`src/rtl/axis_pkg.sv`:
```
// Shared AXI-Stream helpers used by the width converters (serializer/deserializer).
package axis_pkg;

    // Number of tkeep bits needed to cover a tdata bus of the given width.
    function automatic int keep_width(int data_width);
        return (data_width + 7) / 8;
    endfunction

    // Elaboration-time helper: true when a data width is a whole number of bytes.
    function automatic bit byte_aligned(int data_width);
        return (data_width % 8) == 0;
    endfunction

endpackage

```
`src/rtl/axis_interface.sv`:
```
// AXI-Stream bundle with Source (driver) and Sink (receiver) views.
interface axis_interface #(
    parameter int DATA_WIDTH = 8,
    parameter int USER_WIDTH = 1,
    parameter int ID_WIDTH   = 8,
    parameter int DEST_WIDTH = 8
) ();
    localparam int KEEP_WIDTH = axis_pkg::keep_width(DATA_WIDTH);

    logic                  tvalid;
    logic                  tready;
    logic [DATA_WIDTH-1:0] tdata;
    logic [KEEP_WIDTH-1:0] tkeep;
    logic                  tlast;
    logic [USER_WIDTH-1:0] tuser;
    logic [ID_WIDTH-1:0]   tid;
    logic [DEST_WIDTH-1:0] tdest;

    modport Source (
        output tvalid, tdata, tkeep, tlast, tuser, tid, tdest,
        input  tready
    );

    modport Sink (
        input  tvalid, tdata, tkeep, tlast, tuser, tid, tdest,
        output tready
    );
endinterface

```
`src/rtl/axis_deserializer.sv`:
```
// Narrow-to-wide AXI-Stream width converter: packs RATIO input beats into one
// output word, lane 0 first. An input tlast closes the word early so packet
// boundaries survive; unfilled lanes are zero with keep cleared.
module axis_deserializer
    import axis_pkg::*;
#(
    parameter int IN_WIDTH   = 8,
    parameter int RATIO      = 4,
    parameter int OUT_WIDTH  = IN_WIDTH * RATIO,
    parameter int USER_WIDTH = 1,
    parameter int ID_WIDTH   = 8,
    parameter int DEST_WIDTH = 8
) (
    input  logic          clk,
    input  logic          rst,
    axis_interface.Sink   s_axis,
    axis_interface.Source m_axis
);

    localparam int IN_KEEP  = keep_width(IN_WIDTH);
    localparam int OUT_KEEP = keep_width(OUT_WIDTH);
    localparam int IDX_W    = $clog2(RATIO);

    if (!byte_aligned(IN_WIDTH)) begin : g_width_check
        $error("axis_deserializer: IN_WIDTH must be a multiple of 8");
    end

    // Accumulator state
    logic [IDX_W-1:0]      idx;
    logic [OUT_WIDTH-1:0]  acc_data;
    logic [OUT_KEEP-1:0]   acc_keep;
    logic [USER_WIDTH-1:0] acc_user;
    logic [ID_WIDTH-1:0]   acc_id;
    logic [DEST_WIDTH-1:0] acc_dest;

    // Output holding register
    logic                  out_valid;
    logic [OUT_WIDTH-1:0]  out_data;
    logic [OUT_KEEP-1:0]   out_keep;
    logic                  out_last;
    logic [USER_WIDTH-1:0] out_user;
    logic [ID_WIDTH-1:0]   out_id;
    logic [DEST_WIDTH-1:0] out_dest;

    // Accumulator merged with the current beat
    logic [OUT_WIDTH-1:0]  merge_data;
    logic [OUT_KEEP-1:0]   merge_keep;
    logic [USER_WIDTH-1:0] merge_user;
    logic [ID_WIDTH-1:0]   merge_id;
    logic [DEST_WIDTH-1:0] merge_dest;

    logic ready;
    logic beat;
    logic complete;

    // Input beats carry no byte holes, so tkeep has no effect on the packing.
    logic unused_keep;
    assign unused_keep = ^s_axis.tkeep;

    // Accept whenever the holding register is empty or being drained this cycle.
    assign ready    = !out_valid || m_axis.tready;
    assign beat     = s_axis.tvalid && ready;
    assign complete = beat && ((idx == IDX_W'(RATIO - 1)) || s_axis.tlast);

    assign s_axis.tready = ready;

    // Overlay the incoming beat onto lane idx of the accumulator.
    always_comb begin
        merge_data = acc_data;
        merge_keep = acc_keep;
        for (int l = 0; l < RATIO; l++) begin
            if (idx == IDX_W'(l)) begin
                merge_data[l*IN_WIDTH +: IN_WIDTH] = s_axis.tdata;
                merge_keep[l*IN_KEEP +: IN_KEEP]   = '1;
            end
        end
        merge_user = acc_user | s_axis.tuser;
        // Routing fields belong to the first beat of the word.
        merge_id   = (idx == '0) ? s_axis.tid   : acc_id;
        merge_dest = (idx == '0) ? s_axis.tdest : acc_dest;
    end

    // Lane index and accumulator: fill on each beat, clear when a word completes.
    always_ff @(posedge clk) begin
        if (rst) begin
            idx      <= '0;
            acc_data <= '0;
            acc_keep <= '0;
            acc_user <= '0;
            acc_id   <= '0;
            acc_dest <= '0;
        end else if (complete) begin
            idx      <= '0;
            acc_data <= '0;
            acc_keep <= '0;
            acc_user <= '0;
        end else if (beat) begin
            idx      <= idx + IDX_W'(1);
            acc_data <= merge_data;
            acc_keep <= merge_keep;
            acc_user <= merge_user;
            acc_id   <= merge_id;
            acc_dest <= merge_dest;
        end
    end

    // Output register: load on completion (even while the old word drains), else
    // drop valid once the consumer takes the word; frozen while stalled.
    always_ff @(posedge clk) begin
        if (rst) begin
            out_valid <= 1'b0;
            out_data  <= '0;
            out_keep  <= '0;
            out_last  <= 1'b0;
            out_user  <= '0;
            out_id    <= '0;
            out_dest  <= '0;
        end else if (complete) begin
            out_valid <= 1'b1;
            out_data  <= merge_data;
            out_keep  <= merge_keep;
            out_last  <= s_axis.tlast;
            out_user  <= merge_user;
            out_id    <= merge_id;
            out_dest  <= merge_dest;
        end else if (m_axis.tready) begin
            out_valid <= 1'b0;
        end
    end

    assign m_axis.tvalid = out_valid;
    assign m_axis.tdata  = out_data;
    assign m_axis.tkeep  = out_keep;
    assign m_axis.tlast  = out_last;
    assign m_axis.tuser  = out_user;
    assign m_axis.tid    = out_id;
    assign m_axis.tdest  = out_dest;

endmodule

```
`src/flat_wrapper.sv`:
```
// flat-port wrapper written by rule: the top's interface ports become plain ports
module axis_deserializer_flat import axis_pkg::*;
#(
    parameter int IN_WIDTH   = 8,
    parameter int RATIO      = 4,
    parameter int OUT_WIDTH  = IN_WIDTH * RATIO,
    parameter int USER_WIDTH = 1,
    parameter int ID_WIDTH   = 8,
    parameter int DEST_WIDTH = 8
)
  (clk, rst, s_axis_tvalid, s_axis_tdata, s_axis_tkeep, s_axis_tlast, s_axis_tuser, s_axis_tid, s_axis_tdest, s_axis_tready, m_axis_tvalid, m_axis_tdata, m_axis_tkeep, m_axis_tlast, m_axis_tuser, m_axis_tid, m_axis_tdest, m_axis_tready);
  axis_interface #(.DATA_WIDTH((8)), .USER_WIDTH(USER_WIDTH), .ID_WIDTH(ID_WIDTH), .DEST_WIDTH(DEST_WIDTH)) s_axis_i ();
  axis_interface #(.DATA_WIDTH(((8) * RATIO)), .USER_WIDTH(USER_WIDTH), .ID_WIDTH(ID_WIDTH), .DEST_WIDTH(DEST_WIDTH)) m_axis_i ();
  input  logic clk;
  input  logic rst;
  input wire logic [$bits(s_axis_i.tvalid)-1:0] s_axis_tvalid;
  input wire logic [$bits(s_axis_i.tdata)-1:0] s_axis_tdata;
  input wire logic [$bits(s_axis_i.tkeep)-1:0] s_axis_tkeep;
  input wire logic [$bits(s_axis_i.tlast)-1:0] s_axis_tlast;
  input wire logic [$bits(s_axis_i.tuser)-1:0] s_axis_tuser;
  input wire logic [$bits(s_axis_i.tid)-1:0] s_axis_tid;
  input wire logic [$bits(s_axis_i.tdest)-1:0] s_axis_tdest;
  output wire logic [$bits(s_axis_i.tready)-1:0] s_axis_tready;
  output wire logic [$bits(m_axis_i.tvalid)-1:0] m_axis_tvalid;
  output wire logic [$bits(m_axis_i.tdata)-1:0] m_axis_tdata;
  output wire logic [$bits(m_axis_i.tkeep)-1:0] m_axis_tkeep;
  output wire logic [$bits(m_axis_i.tlast)-1:0] m_axis_tlast;
  output wire logic [$bits(m_axis_i.tuser)-1:0] m_axis_tuser;
  output wire logic [$bits(m_axis_i.tid)-1:0] m_axis_tid;
  output wire logic [$bits(m_axis_i.tdest)-1:0] m_axis_tdest;
  input wire logic [$bits(m_axis_i.tready)-1:0] m_axis_tready;
  assign s_axis_i.tvalid = s_axis_tvalid;
  assign s_axis_i.tdata = s_axis_tdata;
  assign s_axis_i.tkeep = s_axis_tkeep;
  assign s_axis_i.tlast = s_axis_tlast;
  assign s_axis_i.tuser = s_axis_tuser;
  assign s_axis_i.tid = s_axis_tid;
  assign s_axis_i.tdest = s_axis_tdest;
  assign s_axis_tready = s_axis_i.tready;
  assign m_axis_tvalid = m_axis_i.tvalid;
  assign m_axis_tdata = m_axis_i.tdata;
  assign m_axis_tkeep = m_axis_i.tkeep;
  assign m_axis_tlast = m_axis_i.tlast;
  assign m_axis_tuser = m_axis_i.tuser;
  assign m_axis_tid = m_axis_i.tid;
  assign m_axis_tdest = m_axis_i.tdest;
  assign m_axis_i.tready = m_axis_tready;
  axis_deserializer #(.IN_WIDTH(IN_WIDTH), .RATIO(RATIO), .OUT_WIDTH(OUT_WIDTH), .USER_WIDTH(USER_WIDTH), .ID_WIDTH(ID_WIDTH), .DEST_WIDTH(DEST_WIDTH)) u_core (.clk(clk), .rst(rst), .s_axis(s_axis_i), .m_axis(m_axis_i));
endmodule
```
`config.mk`:
```
export PLATFORM = sky130hd
export DESIGN_NAME = axis_deserializer_flat
export DESIGN_NICKNAME = d
export VERILOG_FILES = /design/src/rtl/axis_pkg.sv /design/src/rtl/axis_interface.sv /design/src/rtl/axis_deserializer.sv /design/src/flat_wrapper.sv
export SDC_FILE = /design/constraint.sdc
export NUM_CORES = 1
export LEC_CHECK = 0
export CORE_UTILIZATION = 45
export CTS_BUF_LIST = sky130_fd_sc_hd__clkbuf_8
export DETAILED_ROUTE_END_ITERATION = 6
export HOLD_SLACK_MARGIN = 0.06
export PLACE_DENSITY = 0.71
export SKIP_LAST_GASP = 1
export SLEW_MARGIN = 20
export SYNTH_ARGS = -nofsm -noshare
export SYNTH_HDL_FRONTEND = slang
export SYNTH_SLANG_ARGS = --single-unit
```
`constraint.sdc`:
```
create_clock -name clk -period 4.1 [get_ports clk]
set_input_delay 1.025 -clock clk [delete_from_list [all_inputs] [get_ports clk]]
set_output_delay 1.025 -clock clk [all_outputs]
set_load 0.02 [all_outputs]
```
Word-level counts from Yosys, hierarchy flattened
Cells that the tools add are included.
{"block": "classes", "bitwise": 2, "n_addsub": 1, "muxes": 12, "eq_ne": 3, "reduce_logical": 9}
{"operator": "8-bit 2-to-1 mux", "count": 6}
{"operator": "1-bit 2-to-1 mux", "count": 6}
{"operator": "2-bit equality test, second input constant", "count": 2}
{"operator": "2-bit by 1-bit adder with 2-bit output, second input constant", "count": 1}
{"operator": "2-bit by 1-bit equality test with 1-bit output, second input constant", "count": 1}
{"operator": "1-bit logical AND", "count": 2}
{"operator": "2-bit zero test", "count": 1}
{"operator": "1-bit logical OR", "count": 2}
{"operator": "2-bit AND reduction", "count": 1}
{"operator": "2-bit nonzero test", "count": 1}
{"operator": "2-bit OR reduction", "count": 1}
{"operator": "1-bit zero test", "count": 1}
{"operator": "1-bit inverter", "count": 1}
{"operator": "1-bit bitwise OR", "count": 1}
{"block": "totals", "word_cells": 40, "output_inout_bits": 56, "input_bits": 31, "regBits": 110}

Depth between registers and ports, before layout
{"block": "depth", "word_depth": 6, "ltp_mapped": 8, "ltp_nobuf": 5}

Worst setup path after synthesis
Ideal clock, no wire load.
{"block": "synth_path", "path_kind": "in2out", "start": "input port m_axis_tready", "end": "output port s_axis_tready", "setup_slack_ps": 1390, "path_stages": 5, "arrival_time_ps": 1685, "path_buffers": 3, "required_ps": 3075, "path_cell_list": "nor2b_1 buf_6 inv_2 buf_6 buf_2"}
{"block": "synth_between", "elab_chain_len": 1}
{"item": "start, declared", "line_no": "flat_wrapper.sv:31", "rtl": "input wire logic [$bits(m_axis_i.tready)-1:0] m_axis_tready;"}
{"item": "1-bit logical OR", "line_no": "axis_deserializer.sv:61", "rtl": "assign ready = !out_valid || m_axis.tready;"}
{"item": "end, declared", "line_no": "flat_wrapper.sv:23", "rtl": "output wire logic [$bits(s_axis_i.tready)-1:0] s_axis_tready;"}
No other way between the ends.

Worst setup path after layout
Same ends and word-level chain as after synthesis.

==> flow_summary.json <==
{
  "io_pins": 87,
  "synth_cells": 499,
  "rsz0062_at_grt": "no",
  "io_buffer_count": 85,
  "async_flop_share_pct": 0,
  "layout_setup_ws_ns": 0.862,
  "ir_drop_uv": 194,
  "fin_nets": 578,
  "gp_congestion": 0.830,
  "p_leak_nw": 1.95,
  "clock_latency_ns": 0.36,
  "status": "complete, no violations",
  "rows": 37,
  "htree_levels": 3,
  "dp_hpwl_um": 7490,
  "drc_errors": 0,
  "critPathKind": "primary input to output pin",
  "multiInputGateArea_mm2": 0.00226,
  "root_buffer": "clkbuf_8",
  "dp_cells": 668,
  "intPower_mw": 1.53,
  "core-area_mm2": 0.0103,
  "worst_pin_slew_ns": 1.08,
  "syn_area_mm2": 0.00478,
  "max_slew_margin_pct": 28.2,
  "synth.top_cell.area_share_pct": 46.0,
  "synth_top_area_cell": "dfxtp_1",
  "ctsResizeCount": 0,
  "viasPerCell": 6.09,
  "wl_per_cell_um": 18.0,
  "yosys_warnings": 0,
  "syn_avg_cell_area_um2": 9.59,
  "worstPathRequired_ns": 3.07,
  "pwr-share-seq_pct": 53.8,
  "die_w_um": 105,
  "maxCapViolations": 0,
  "ys_seq_elements": 110,
  "finalHoldViolCount": 0,
  "clkPwrFrac_pct": 27.0,
  "min_period_ns": 3.24,
  "synth.top_cells.by_area": "dfxtp_1 (46%), mux2i_1 (10%), a211oi_1 (8.2%), a31oi_1 (7.1%), a21oi_1 (4.8%)",
  "fill_cells": 913,
  "worstPathMaxFanout": 2,
  "die_area_mm2": 0.0110,
  "p_per_area_mw_per_mm2": 373,
  "end_kind": "output pin",
  "power.switching_mw": 0.616,
  "grt_use_total_pct": 22.3,
  "finalSetupViolations": 0,
  "clock_sinks": 110,
  "hold_ws_ns": 0.467,
  "postRouteAntennaNets": 0,
  "grt_overflow": 0,
  "cts_buffers": 9,
  "holdCritPathClass": "flip-flop to flip-flop",
  "path_clk_slew_ns": 0.09,
  "fin_setup_tns_ns": 0,
  "synthFlopType": "dfxtp_1",
  "grt_start_max_net_pins": 102,
  "slew_viol_final": 0,
  "antenna_found_initial": 0,
  "syn2layout_area_growth_pct": 20.2,
  "num_vias": 4164,
  "synth_seq_area_share_pct": 46.0,
  "firstDrtPassIters": 5,
  "fin_worst_skew_ns": 0.00443,
  "p_sw_share_pct": 28.7,
  "regArea_mm2": 0.00220,
  "grt_pass1_vias": 3895,
  "syn_nets": 534,
  "start_util_pct": 46.3,
  "grt_pass1_wl_um": 19700,
  "pre_cts_ws_ns": 0.863,
  "synth_common_cells": "dfxtp_1 (110), a31oi_1 (54), a211oi_1 (52)",
  "ys_types": 30,
  "stdcell_count": 684,
  "cts_setup_buffers": 0,
  "drt_wl_total_um": 12300,
  "max_freq_mhz": 309,
  "synth_edf_count": 0,
  "layout-drive-gt1-share_pct": 8.03,
  "drt_iter0_drc": 201,
  "fin_crit_sh_pct": 79.0,
  "cts.hold.buffers_added": 0,
  "cp-start-kind": "primary input",
  "die_h_um": 105,
  "yosysMostFrequentCell": "dfxtp_1",
  "cts_max_path_buffers": 2,
  "cp.arrival_ns": 2.21,
  "comb_power_share_pct": 19.2,
  "tritoncts": "done",
  "num_antenna_cells": 0
}
[worst paths after layout]
kind,from,end,slack (ns),cells after the start
worst max-delay path,m_axis_tready,s_axis_tready,0.86,4
worst min register to register,u_core.acc_data[31],u_core.acc_data[31],0.47,1
worst max register to register,u_core.idx[0],u_core.acc_id[7],1.50,5
worst min-delay path,u_core.acc_data[31],u_core.acc_data[31],0.47,1
[metrics by stage]
| step | power, mW | util [%] | instance area, um2 |
|---|---|---|---|
| 6_report | 2.14 | 55.7 | 5750 |
| 5_1_grt | 2.24 | 55.7 | 5750 |
| 4_1_cts | 2.16 | 55.7 | 5750 |
| 3_5_place_dp | 1.59 | 54.1 | 5580 |
| 3_3_place_gp | 1.58 | 54.1 | 5580 |
| 2_1_floorplan | 1.43 | - | 4780 |
[placed cells by master (no fill, tap or decap), types with 9 or more instances in the layout]
| master | n |
|---|---|
| nand3_1 | 27 |
| o31ai_2 | 10 |
| nand4_1 | 16 |
| a21oi_1 | 46 |
| a211oi_1 | 52 |
| nor2_1 | 9 |
| and2_1 | 11 |
| o21ai_0 | 26 |
| a31oi_1 | 54 |
| clkbuf_8 | 10 |
| clkdlybuf4s50_1 | 83 |
| dfxtp_1 | 110 |
| mux2i_1 | 48 |
[cell families (layout without fill, tap and decap cells)]
group / after synthesis / count (layout) / synth area share (%)
and+or+nand+nor: 71 / 71 / 8.16
buffers and inverters: 67 / 116 / 7.17
adders and majority gates: 4 / 4 / 1.05
AOI/OAI and AO/OA: 199 / 199 / 27.6
DFF: 110 / 110 / 46.0
muxes: 48 / 48 / 10.0
[worst max-delay path: stages]
cell	delay, ns
clkdlybuf4s50_1	0.50
nor2b_4	0.05
inv_2	0.05
clkdlybuf4s50_1	0.59
[metal layers]
layer | vias up | GRT usage (%) | wire (um)
li1 | 1964 | - | -
met1 | 2023 | 31.0 | 5730
met2 | 154 | 34.4 | 5560
met3 | 23 | 2.93 | 668
met4 | 0 | 9.86 | 335
met5 | - | 0 | 0
[power groups by stage]
stage / combinational, mW / clock, mW / sequential (mW)
after floorplan: 0.212 / 0 / 1.22
after global placement: 0.404 / 0 / 1.18
after detailed placement: 0.409 / 0 / 1.18
after CTS: 0.411 / 0.591 / 1.15
after global routing: 0.441 / 0.635 / 1.16
final: 0.411 / 0.579 / 1.15
[sequential cells by signal (all words and copies together), names as in the netlist]
signal                count
u_core.acc_dest           8
u_core.m_axis.tdata      32
u_core.m_axis.tid         8
u_core.m_axis.tuser       1
u_core.m_axis.tvalid      1
u_core.acc_id             8
u_core.acc_keep           4
u_core.m_axis.tdest       8
u_core.idx                2
u_core.acc_user           1
u_core.m_axis.tlast       1
u_core.m_axis.tkeep       4
u_core.acc_data          32
[cell type report]
type / instances / share of cell area [%]
multi-input combinational: 322 / 39.2
sequential: 110 / 38.3
timing repair buffer: 94 / 16.2
tap: 136 / 2.96
clock buffer: 10 / 2.39
clock inverter: 6 / 0.544
inverter: 6 / 0.391
(Power assumes the default switching activity.)
